**config.mk**
```make
export PLATFORM = sky130hd
export DESIGN_NAME = mem_port_arbiter
export DESIGN_NICKNAME = d
export VERILOG_FILES = /design/src/rtl/mem_port_arbiter.sv
export SDC_FILE = /design/constraint.sdc
export NUM_CORES = 1
export LEC_CHECK = 0
export CORE_ASPECT_RATIO = 1.2
export CORE_MARGIN = 3
export CORE_UTILIZATION = 28
export CTS_CLUSTER_DIAMETER = 150
export DETAILED_ROUTE_END_ITERATION = 7
export PLACE_DENSITY = 0.72
export REMOVE_ABC_BUFFERS = 1
export SETUP_SLACK_MARGIN = 0.15
export SLEW_MARGIN = 20
export SYNTH_ARGS = -nofsm -noshare
export SYNTH_HDL_FRONTEND = slang
export SYNTH_SLANG_ARGS = --single-unit
```
**constraint.sdc**
```tcl
create_clock -name clk -period 2.3 [get_ports clk]
set_clock_uncertainty 0.1 [all_clocks]
set_input_delay 0.345 -clock clk [delete_from_list [all_inputs] [get_ports clk]]
set_output_delay 0.345 -clock clk [all_outputs]
set_load 0.05 [all_outputs]
```
**src/rtl/mem_port_arbiter.sv**
```systemverilog
// mem_port_arbiter: shares one single-port instruction/data memory between
// the fetch stage and the load/store stage. At most one transaction is
// granted per idle cycle; reads have a fixed latency of LAT cycles and the
// returned word is routed back to whichever port issued the read.
//
// Optional build macro MEM_ARB_RR_EN: round-robin priority between the two
// ports when both request in the same idle cycle. Without it, data always
// wins over fetch (it belongs to the older instruction).
//
// state   | meaning
// IDLE    | free; grants combinationally in the cycle a request is seen
// RD_WAIT | read outstanding; counter runs down to the data return cycle

module mem_port_arbiter #(
   parameter int LAT = 2,
   parameter int AW  = 32
) (
   input  logic          clk,
   input  logic          nrst,
   input  logic          if_req,
   input  logic [AW-1:0] if_addr,
   output logic          if_gnt,
   output logic          if_rvalid,
   output logic [31:0]   if_rdata,
   input  logic          d_req,
   input  logic          d_we,
   input  logic [3:0]    d_be,
   input  logic [AW-1:0] d_addr,
   input  logic [31:0]   d_wdata,
   output logic          d_gnt,
   output logic          d_rvalid,
   output logic [31:0]   d_rdata,
   output logic          mem_en,
   output logic          mem_we,
   output logic [3:0]    mem_be,
   output logic [AW-1:0] mem_addr,
   output logic [31:0]   mem_wdata,
   input  logic [31:0]   mem_rdata
);

   typedef enum logic {
      IDLE    = 1'b0,
      RD_WAIT = 1'b1
   } state_t;

   localparam logic [2:0] LAT_C = 3'(LAT);

   state_t      state_q;
   logic [2:0]  cnt_q;
   logic        owner_q;
   logic        if_rvalid_q;
   logic        d_rvalid_q;
   logic [31:0] if_rdata_q;
   logic [31:0] d_rdata_q;

   logic        idle_ok;
   logic        pick_d;
   logic        gnt_if;
   logic        gnt_d;

`ifdef MEM_ARB_RR_EN
   // Holds the port granted most recently (0 = fetch, 1 = data).
   logic        rr_q;
`endif

   // Grant decision; grants are suppressed while reset is asserted so that
   // all outputs drop to zero immediately, even with requests pending.
   always_comb begin
      idle_ok = nrst && (state_q == IDLE);
`ifdef MEM_ARB_RR_EN
      pick_d  = d_req && (!if_req || !rr_q);
`else
      pick_d  = d_req;
`endif
      gnt_d   = idle_ok && pick_d;
      gnt_if  = idle_ok && if_req && !pick_d;
   end

   // Memory port mux driven from the granted requester.
   always_comb begin
      mem_en    = gnt_d || gnt_if;
      mem_we    = 1'b0;
      mem_be    = 4'b0000;
      mem_addr  = '0;
      mem_wdata = '0;
      if (gnt_d) begin
         mem_we    = d_we;
         mem_be    = d_we ? d_be : 4'b1111;
         mem_addr  = d_addr;
         mem_wdata = d_wdata;
      end else if (gnt_if) begin
         mem_be    = 4'b1111;
         mem_addr  = if_addr;
      end
   end

   // Sequencer: launches reads, counts down the latency, captures the return.
   always_ff @(posedge clk or negedge nrst) begin
      if (!nrst) begin
         state_q     <= IDLE;
         cnt_q       <= 3'd0;
         owner_q     <= 1'b0;
         if_rvalid_q <= 1'b0;
         d_rvalid_q  <= 1'b0;
         if_rdata_q  <= 32'd0;
         d_rdata_q   <= 32'd0;
      end else begin
         if_rvalid_q <= 1'b0;
         d_rvalid_q  <= 1'b0;
         case (state_q)
            IDLE: begin
               if (gnt_d && !d_we) begin
                  state_q <= RD_WAIT;
                  cnt_q   <= LAT_C;
                  owner_q <= 1'b1;
               end else if (gnt_if) begin
                  state_q <= RD_WAIT;
                  cnt_q   <= LAT_C;
                  owner_q <= 1'b0;
               end
            end
            RD_WAIT: begin
               cnt_q <= cnt_q - 3'd1;
               // Counter hits zero on this edge: memory data is valid now.
               if (cnt_q == 3'd1) begin
                  state_q <= IDLE;
                  if (owner_q) begin
                     d_rdata_q  <= mem_rdata;
                     d_rvalid_q <= 1'b1;
                  end else begin
                     if_rdata_q  <= mem_rdata;
                     if_rvalid_q <= 1'b1;
                  end
               end
            end
            default: state_q <= IDLE;
         endcase
      end
   end

`ifdef MEM_ARB_RR_EN
   // Round-robin pointer follows every grant, contested or not.
   always_ff @(posedge clk or negedge nrst) begin
      if (!nrst) begin
         rr_q <= 1'b0;
      end else if (gnt_d || gnt_if) begin
         rr_q <= gnt_d;
      end
   end
`endif

   assign if_gnt    = gnt_if;
   assign d_gnt     = gnt_d;
   assign if_rvalid = if_rvalid_q;
   assign d_rvalid  = d_rvalid_q;
   assign if_rdata  = if_rdata_q;
   assign d_rdata   = d_rdata_q;

endmodule

```
==> impl_metrics.ini, run 1 <==
[global_routing]
grt_use_total = 0.246
grt_max_degree = 72
first_global_vias = 3772
antenna_found_initial = 9
grt_overflow_total = 0
grt_pass1_wl_um = 24600

[clocking]
cts_tree = built
cts_made_buffers = 9
clk_pin_slew_ns = 0.05
htree_num_levels = 3
clk_path_buf_depth = 2
clk-insertion-delay-late_ns = 0.33
cts.sinks = 71
root_buffer = clkbuf_16

[worst_setup_path]
r2r_slack_ns = 0.30
cp_max_fo = 11
rr_startpoint = state_q$_DFF_PN0_
rr_worst_depth = 7
end_kind = output port
criticalPathCategory = reg2out
worst_ep_required_time_ns = 1.86
arrival_ns = 1.79
rr_endpoint = d_rdata[3]$_DFFE_PN0P_
cp-start-kind = flop

[timing]
slew_headroom = 0.392
setup_slack_ns = 0.0700
post-route-min-period_ns = 2.23
worst_slew_pin_slew_ns = 0.912
fmax_mhz = 448
hold_viol = 0
setup_viol_count_final = 0
fin_crit_sh = 0.970
grt_setup_unrepaired = yes
slew_violations = 0
finalSetupTns_ns = 0

[placed_design]
post-place-ws_ns = -0.00854
place_hpwl_um = 12600
place_area_sq_um = 7110
dp.cells = 673
portBuffers = 274
place_congestion = 0.905

[final_layout]
mostFrequentLayoutCells = clkdlybuf4s50_1, buf_12, dfrtp_1
final_common_cell = clkdlybuf4s50_1
diodes = 0
finalNonFillerCells = 704
fin_area_sq_um = 8030
drive_gt1_frac = 0.450
layout.nets = 683
synthToLayoutAreaGrowth_pct = 133

[drt]
routed_wl_um = 16900
drc = 0
vias = 3262
drt_iter0_markers = 111
routed_via_density = 4.63
drtPass1Iterations = 4
post_drt_wl_per_cell_um = 24.0
ant_nets = 0

[floorplan]
ios = 275
start_util = 0.292
die_area_sq_um = 13700
rows = 43
core_region_area_sq_um = 11800
dieWidth_um = 107
die-height_um = 128

[synth]
synth_top_flop_cell = dfrtp_1
synth_seq_cells = 71
synth_warnings = 0
synth_edf_count = 0
synthCells = 249
synth.avg_cell_area_sq_um = 13.8
async_flop_share = 1.00
ys_types = 26
ys_seq_area_frac = 0.516
synth_area_sq_um = 3440

[power_and_ir_drop]
peakVddDrop_mv = 1.00
power_mw = 9.89
power.density_nw_per_um2 = 1230
power_leakage_nw = 3.58

[job]
drv_cap = 0

[worst_hold_path]
worst_hold_path_type = in2async

[outcome]
status = finished, final reports clean
==> worst max-delay path: stages (launching register included) <==
cell and delay [ns]:
dfrtp_1 0.39, buf_6 0.12, and3b_2 0.30, bufbuf_16 0.31, a22o_1 0.19, buf_12 0.14
==> metal layers <==
metal  vias to the layer above  track usage  share of wire
met4                        18       0.0828          0.022
met2                       195        0.393           0.47
met1                      1540        0.275           0.37
li1                       1472            -              -
met5                         -            0         0.0066
met3                        37        0.141           0.13
==> cells by family after synthesis <==
| kind of cell | share of synthesized area |
|---|---|
| multiplexers | 0.241 |
| buffers and inverters | 0.0472 |
| AND/OR/NAND/NOR | 0.0843 |
| AO/OA/AOI/OAI | 0.102 |
| XOR/XNOR | 0.00254 |
| flip-flops | 0.516 |
| adder cells (fa/ha/maj) | 0.00726 |
==> report_power, final <==
| group | switching [mW] | internal, mW |
|---|---|---|
| Sequential | 0.368 | 1.87 |
| Clock | 0.483 | 0.775 |
| Combinational | 3.61 | 2.78 |
==> through the flow <==
step            util  hold slack, ns
2_1_floorplan      -         -0.0506
4_1_cts        0.673           0.262
5_1_grt        0.681           0.288
3_5_place_dp   0.603           0.392
6_report       0.681           0.210
3_3_place_gp   0.603           0.387
==> what timing repair did <==
item	4_1_cts	5_1_grt
setup buffers	8	2
pin swaps	16	15
hold buffers	0	0
resized for setup	74	8
cloned	5	2
setup endpoints to repair	69	70
==> worst max path at each step <==
stage                      start            to  slack [ns]  depth (start not counted)
6_report       state_q$_DFF_PN0_   mem_addr[6]        0.07                          5
5_1_grt        state_q$_DFF_PN0_   mem_addr[6]       0.003                          5
4_1_cts        state_q$_DFF_PN0_  mem_wdata[7]        0.07                          5
3_5_place_dp               d_req  mem_addr[17]      -0.009                          5
3_3_place_gp               d_req  mem_addr[17]        0.02                          5
2_1_floorplan  state_q$_DFF_PN0_   mem_addr[0]       -1.01                          3
==> registers in the layout, indices dropped and copies added (netlist names) <==
name       flops
if_rdata      32
state_q        1
cnt_q          3
d_rdata       32
owner_q        1
d_rvalid       1
if_rvalid      1
==> synthesized netlist by cell type, types with 2 or more instances <==
master / n / area share
clkbuf_1: 7 / 0.0076
buf_6: 2 / 0.0065
dfrtp_1: 71 / 0.52
buf_2: 7 / 0.010
nand2_1: 3 / 0.0033
a21o_1: 4 / 0.0087
a22o_1: 32 / 0.081
and2_1: 33 / 0.060
nand2b_1: 2 / 0.0036
inv_1: 5 / 0.0054
buf_12: 3 / 0.017
nor2_1: 3 / 0.0033
ha_1: 2 / 0.0073
mux2_2: 35 / 0.11
mux2_4: 29 / 0.13
==> final cells by class <==
cell class	instances	area, sq um
timing repair buffer	303	3920
fill	821	3750
multi-input combinational	154	1860
sequential	71	1780
clock buffer	13	260
tap	157	196
inverter	5	18.8
clock inverter	1	5.00
No activity file was read; power rests on OpenSTA's default activity.
==> run 2: changes to the inputs <==
--- a/config.mk
+++ b/config.mk
@@ -6,13 +6,14 @@
 export NUM_CORES = 1
 export LEC_CHECK = 0
 export CORE_ASPECT_RATIO = 1.2
-export CORE_MARGIN = 3
+export CORE_MARGIN = 2
 export CORE_UTILIZATION = 28
 export CTS_CLUSTER_DIAMETER = 150
 export DETAILED_ROUTE_END_ITERATION = 7
 export PLACE_DENSITY = 0.72
 export REMOVE_ABC_BUFFERS = 1
 export SETUP_SLACK_MARGIN = 0.15
+export SKIP_LAST_GASP = 1
 export SLEW_MARGIN = 20
 export SYNTH_ARGS = -nofsm -noshare
 export SYNTH_HDL_FRONTEND = slang
==> impl_metrics.ini, run 2 (synthesis results as in run 1) <==
[clocking]
root_buffer = clkbuf_16
clk-insertion-delay-late_ns = 0.32
clk_path_buf_depth = 2
htree_num_levels = 3
cts_tree = built
cts_made_buffers = 9
cts.sinks = 71
clk_pin_slew_ns = 0.05

[final_layout]
synthToLayoutAreaGrowth_pct = 123
diodes = 0
layout.nets = 669
finalNonFillerCells = 696
drive_gt1_frac = 0.376
final_common_cell = clkdlybuf4s50_1
mostFrequentLayoutCells = clkdlybuf4s50_1, buf_12, dfrtp_1

[drt]
routed_via_density = 4.58
drc = 0
post_drt_wl_per_cell_um = 20.8
vias = 3187
drt_iter0_markers = 139
drtPass1Iterations = 4
ant_nets = 0
routed_wl_um = 14500

[global_routing]
grt_overflow_total = 0
grt_max_degree = 72
first_global_vias = 3545
antenna_found_initial = 0
grt_use_total = 0.221
grt_pass1_wl_um = 21800

[placed_design]
place_hpwl_um = 11200
place_congestion = 0.876
dp.cells = 677
portBuffers = 274

[floorplan]
rows = 44
die-height_um = 126
dieWidth_um = 105
start_util = 0.286
core_region_area_sq_um = 12100
ios = 275
die_area_sq_um = 13200

[timing]
post-route-min-period_ns = 2.19
grt_setup_unrepaired = yes
worst_slew_pin_slew_ns = 0.907
fin_crit_sh = 0.952
slew_violations = 0
hold_ws_ns = 0.235
fmax_mhz = 457
hold_viol = 0
setup_viol_count_final = 0
slew_headroom = 0.395

[worst_setup_path]
cp_max_fo = 14
criticalPathCategory = reg2out
slowest_stage = dfrtp_1
cp_common_cell = buf_12
worst_ep_required_time_ns = 1.86
arrival_ns = 1.74
rr_worst_depth = 6
crit_chain = nand2b_4 > nor3b_4 > buf_6 > buf_12 > a22o_1 > buf_12
end_kind = output port
slowest_delay_ns = 0.39
cp-start-kind = flop

[outcome]
status = finished, final reports clean

[power_and_ir_drop]
power.density_nw_per_um2 = 1250
power_leakage_nw = 3.40
peakVddDrop_mv = 1.29

[worst_hold_path]
worst_hold_path_type = in2async

[job]
drv_cap = 0
[run 2: timing repair]
item / in CTS / in global routing
hold buffers: 0 / 0
hold endpoints to repair: 0 / 0
gates resized for setup: 30 / 10
buffers inserted: 2 / 0
gates cloned: 1 / 0
setup endpoints to repair: 70 / 32
pin swaps: 4 / 1
[run 2: area by class of cell]
class                           count  area [sq um]
Clock buffer                       13           260
Clock inverter                      3          17.5
Fill cell                         877          4380
Inverter                            5          18.8
Multi-Input combinational cell    154          1770
Sequential cell                    71          1780
Tap cell                          161           201
Timing Repair Buffer              289          3630
[run 2: final timing paths]
path,from,to,slack (ns)
worst max-delay path,state_q$_DFF_PN0_,mem_addr[8],0.11
worst min-delay path,nrst,state_q$_DFF_PN0_,0.23
worst max register to register,cnt_q[1]$_DFFE_PN0P_,d_rdata[18]$_DFFE_PN0P_,0.26
worst min register to register,cnt_q[1]$_DFFE_PN0P_,cnt_q[1]$_DFFE_PN0P_,0.40
max in group asynchronous,nrst,if_rdata[11]$_DFFE_PN0P_,1.26
min in group clk,cnt_q[1]$_DFFE_PN0P_,cnt_q[1]$_DFFE_PN0P_,0.40
[run 2: worst max-delay path, delay by kind of cell (launching register included)]
family	cells	cell delay, ns
and+or+nand+nor	2	0.39
AOI/OAI and AO/OA	1	0.18
DFF	1	0.39
buffers and inverters	3	0.44
[run 2: per-stage QoR]
stage	power (mW)	setup WS [ns]	area, sq um	setup TNS, ns	utilization
2_1_floorplan	5.82	-1.01	3300	-68.99	-
3_3_place_gp	8.17	-0.0215	7080	-0.0656	0.587
3_5_place_dp	8.28	-0.0655	7080	-0.672	0.587
4_1_cts	9.69	0.0909	7590	0	0.630
5_1_grt	10.0	0.0381	7680	0	0.637
6_report	9.63	0.111	7680	0	0.637
[run 2: layer usage]
layer | routed length (um) | global-route usage
met3 | 1510 | 0.0944
met2 | 6730 | 0.355
met1 | 5740 | 0.259
met4 | 513 | 0.0918
met5 | 0 | 0
[run 2: where the power goes]
part	leakage [nW]	switching, mW	total (mW)	internal (mW)
combinational	2.41	3.55	6.14	2.59
sequential	0.853	0.355	2.22	1.87
clock	0.136	0.486	1.27	0.785
==> run 3: changes to the inputs <==
==> constraint.sdc (replaced) <==
create_clock -name clk -period 2.8 [get_ports clk]
set_clock_uncertainty 0.1 [all_clocks]
set_input_delay 0.42 -clock clk [delete_from_list [all_inputs] [get_ports clk]]
set_output_delay 0.42 -clock clk [all_outputs]
set_load 0.05 [all_outputs]
==> impl_metrics.ini, run 3 (synthesis results as in run 1) <==
[floorplan]
die_area_sq_um = 13200
start_util = 0.286
core_region_area_sq_um = 12100
dieWidth_um = 105
rows = 44
die-height_um = 126
ios = 275

[power_and_ir_drop]
p_switching_mw = 3.57
combPwrFrac = 0.622
peakVddDrop_mv = 0.872
p_seq_frac = 0.234
power_leakage_nw = 3.20
p_int_mw = 4.29
p_clk_frac = 0.144
swShare = 0.454
power.density_nw_per_um2 = 1070
power_mw = 7.86

[clocking]
clk_pin_slew_ns = 0.05
htree_num_levels = 3
cts_made_buffers = 9
cts.sinks = 71
clk_path_buf_depth = 2
root_buffer = clkbuf_16
ctsResizeCount = 0
postCtsSetupBuffers = 0
cts_tree = built
hold_buffers = 0
clk-insertion-delay-late_ns = 0.32

[global_routing]
grt_max_degree = 72
grt_overflow_total = 0
grt_pass1_wl_um = 20700
antenna_found_initial = 1
first_global_vias = 3373
grt_use_total = 0.208

[worst_setup_path]
end_kind = output port
cp-start-kind = input port
rr_worst_depth = 6
arrival_ns = 2.03
criticalPathCategory = in2out
r2r_slack_ns = 0.63
rr_endpoint = d_rdata[13]$_DFFE_PN0P_
worst_ep_required_time_ns = 2.28
rr_startpoint = cnt_q[1]$_DFFE_PN0P_
cp_max_fo = 61

[timing]
post-route-min-period_ns = 2.55
fmax_mhz = 392
hold_viol = 0
setup_viol_count_final = 0
setup_slack_ns = 0.247
slew_violations = 0
hold_ws_ns = 0.257
grt_setup_unrepaired = no
slew_headroom = 0.395
finalSetupTns_ns = 0
fin_crit_sh = 0.912
worst_slew_pin_slew_ns = 0.907

[final_layout]
drive_gt1_frac = 0.314
finalNonFillerCells = 691
layout.nets = 662
fin_area_sq_um = 7370
synthToLayoutAreaGrowth_pct = 114
mostFrequentLayoutCells = clkdlybuf4s50_1, buf_12, dfrtp_1
final_util = 0.611
fillers = 918
final_common_cell = clkdlybuf4s50_1

[drt]
routed_wl_um = 13900
drtPass1Iterations = 4
post_drt_wl_per_cell_um = 20.1
ant_nets = 0
drc = 0
routed_via_density = 4.56
drt_iter0_markers = 144
vias = 3150

[placed_design]
post-place-ws_ns = 0.282
place_area_sq_um = 7060
place_hpwl_um = 11000
dp.cells = 673
place_congestion = 0.860
portBuffers = 274

[outcome]
status = finished, final reports clean

[job]
drv_cap = 0

[worst_hold_path]
worst_hold_path_type = in2async
run 3: cell types whose count changed in the layout (fill, tap and decap cells not counted), sizes merged:
cell	change
bufinv	+1
inv	+1
buf	-7
clkbuf	-2
clkdlybuf4s50	+1
diode	+2
dlygate4sd2	-1
run 3: per-layer routing:
metal | share of wire | up-vias | track usage
li1 | - | 1439 | -
met1 | 0.40 | 1522 | 0.245
met2 | 0.48 | 174 | 0.346
met3 | 0.10 | 15 | 0.0902
met4 | 0.016 | 0 | 0.0588
met5 | 0 | - | 0
run 3: final cells by class:
type,count,area (sq um),area share
multi-input cells,154,1520,0.206
diodes,2,5.00,0.000679
clock buffers,11,243,0.0329
flip-flops and latches,71,1780,0.241
clock inverters,5,56.3,0.00764
well taps,161,201,0.0273
inverters,5,18.8,0.00255
repair buffers,282,3550,0.481
run 3: worst max-delay path by stage:
stage / startpoint / to / depth (start not counted)
after floorplan: state_q$_DFF_PN0_ / mem_addr[0] / 3
after global placement: d_req / mem_addr[10] / 5
after detailed placement: d_req / mem_addr[10] / 5
after CTS: state_q$_DFF_PN0_ / mem_addr[10] / 5
after global routing: state_q$_DFF_PN0_ / mem_addr[10] / 5
final: d_req / mem_addr[10] / 5
run 3: power by group through the flow:
stage	Sequential [mW]	Clock [mW]	Combinational, mW
floorplan	3.45	0	1.34
global placement	1.82	0	4.87
detailed placement	1.85	0	4.92
CTS	1.85	1.16	4.94
global route	1.91	1.20	5.05
finish	1.84	1.13	4.89
run 3: worst max-delay path: stages:
cell	delay, ns
clkdlybuf4s50_1	0.59
and3b_2	0.26
buf_12	0.24
a22o_1	0.31
buf_12	0.17
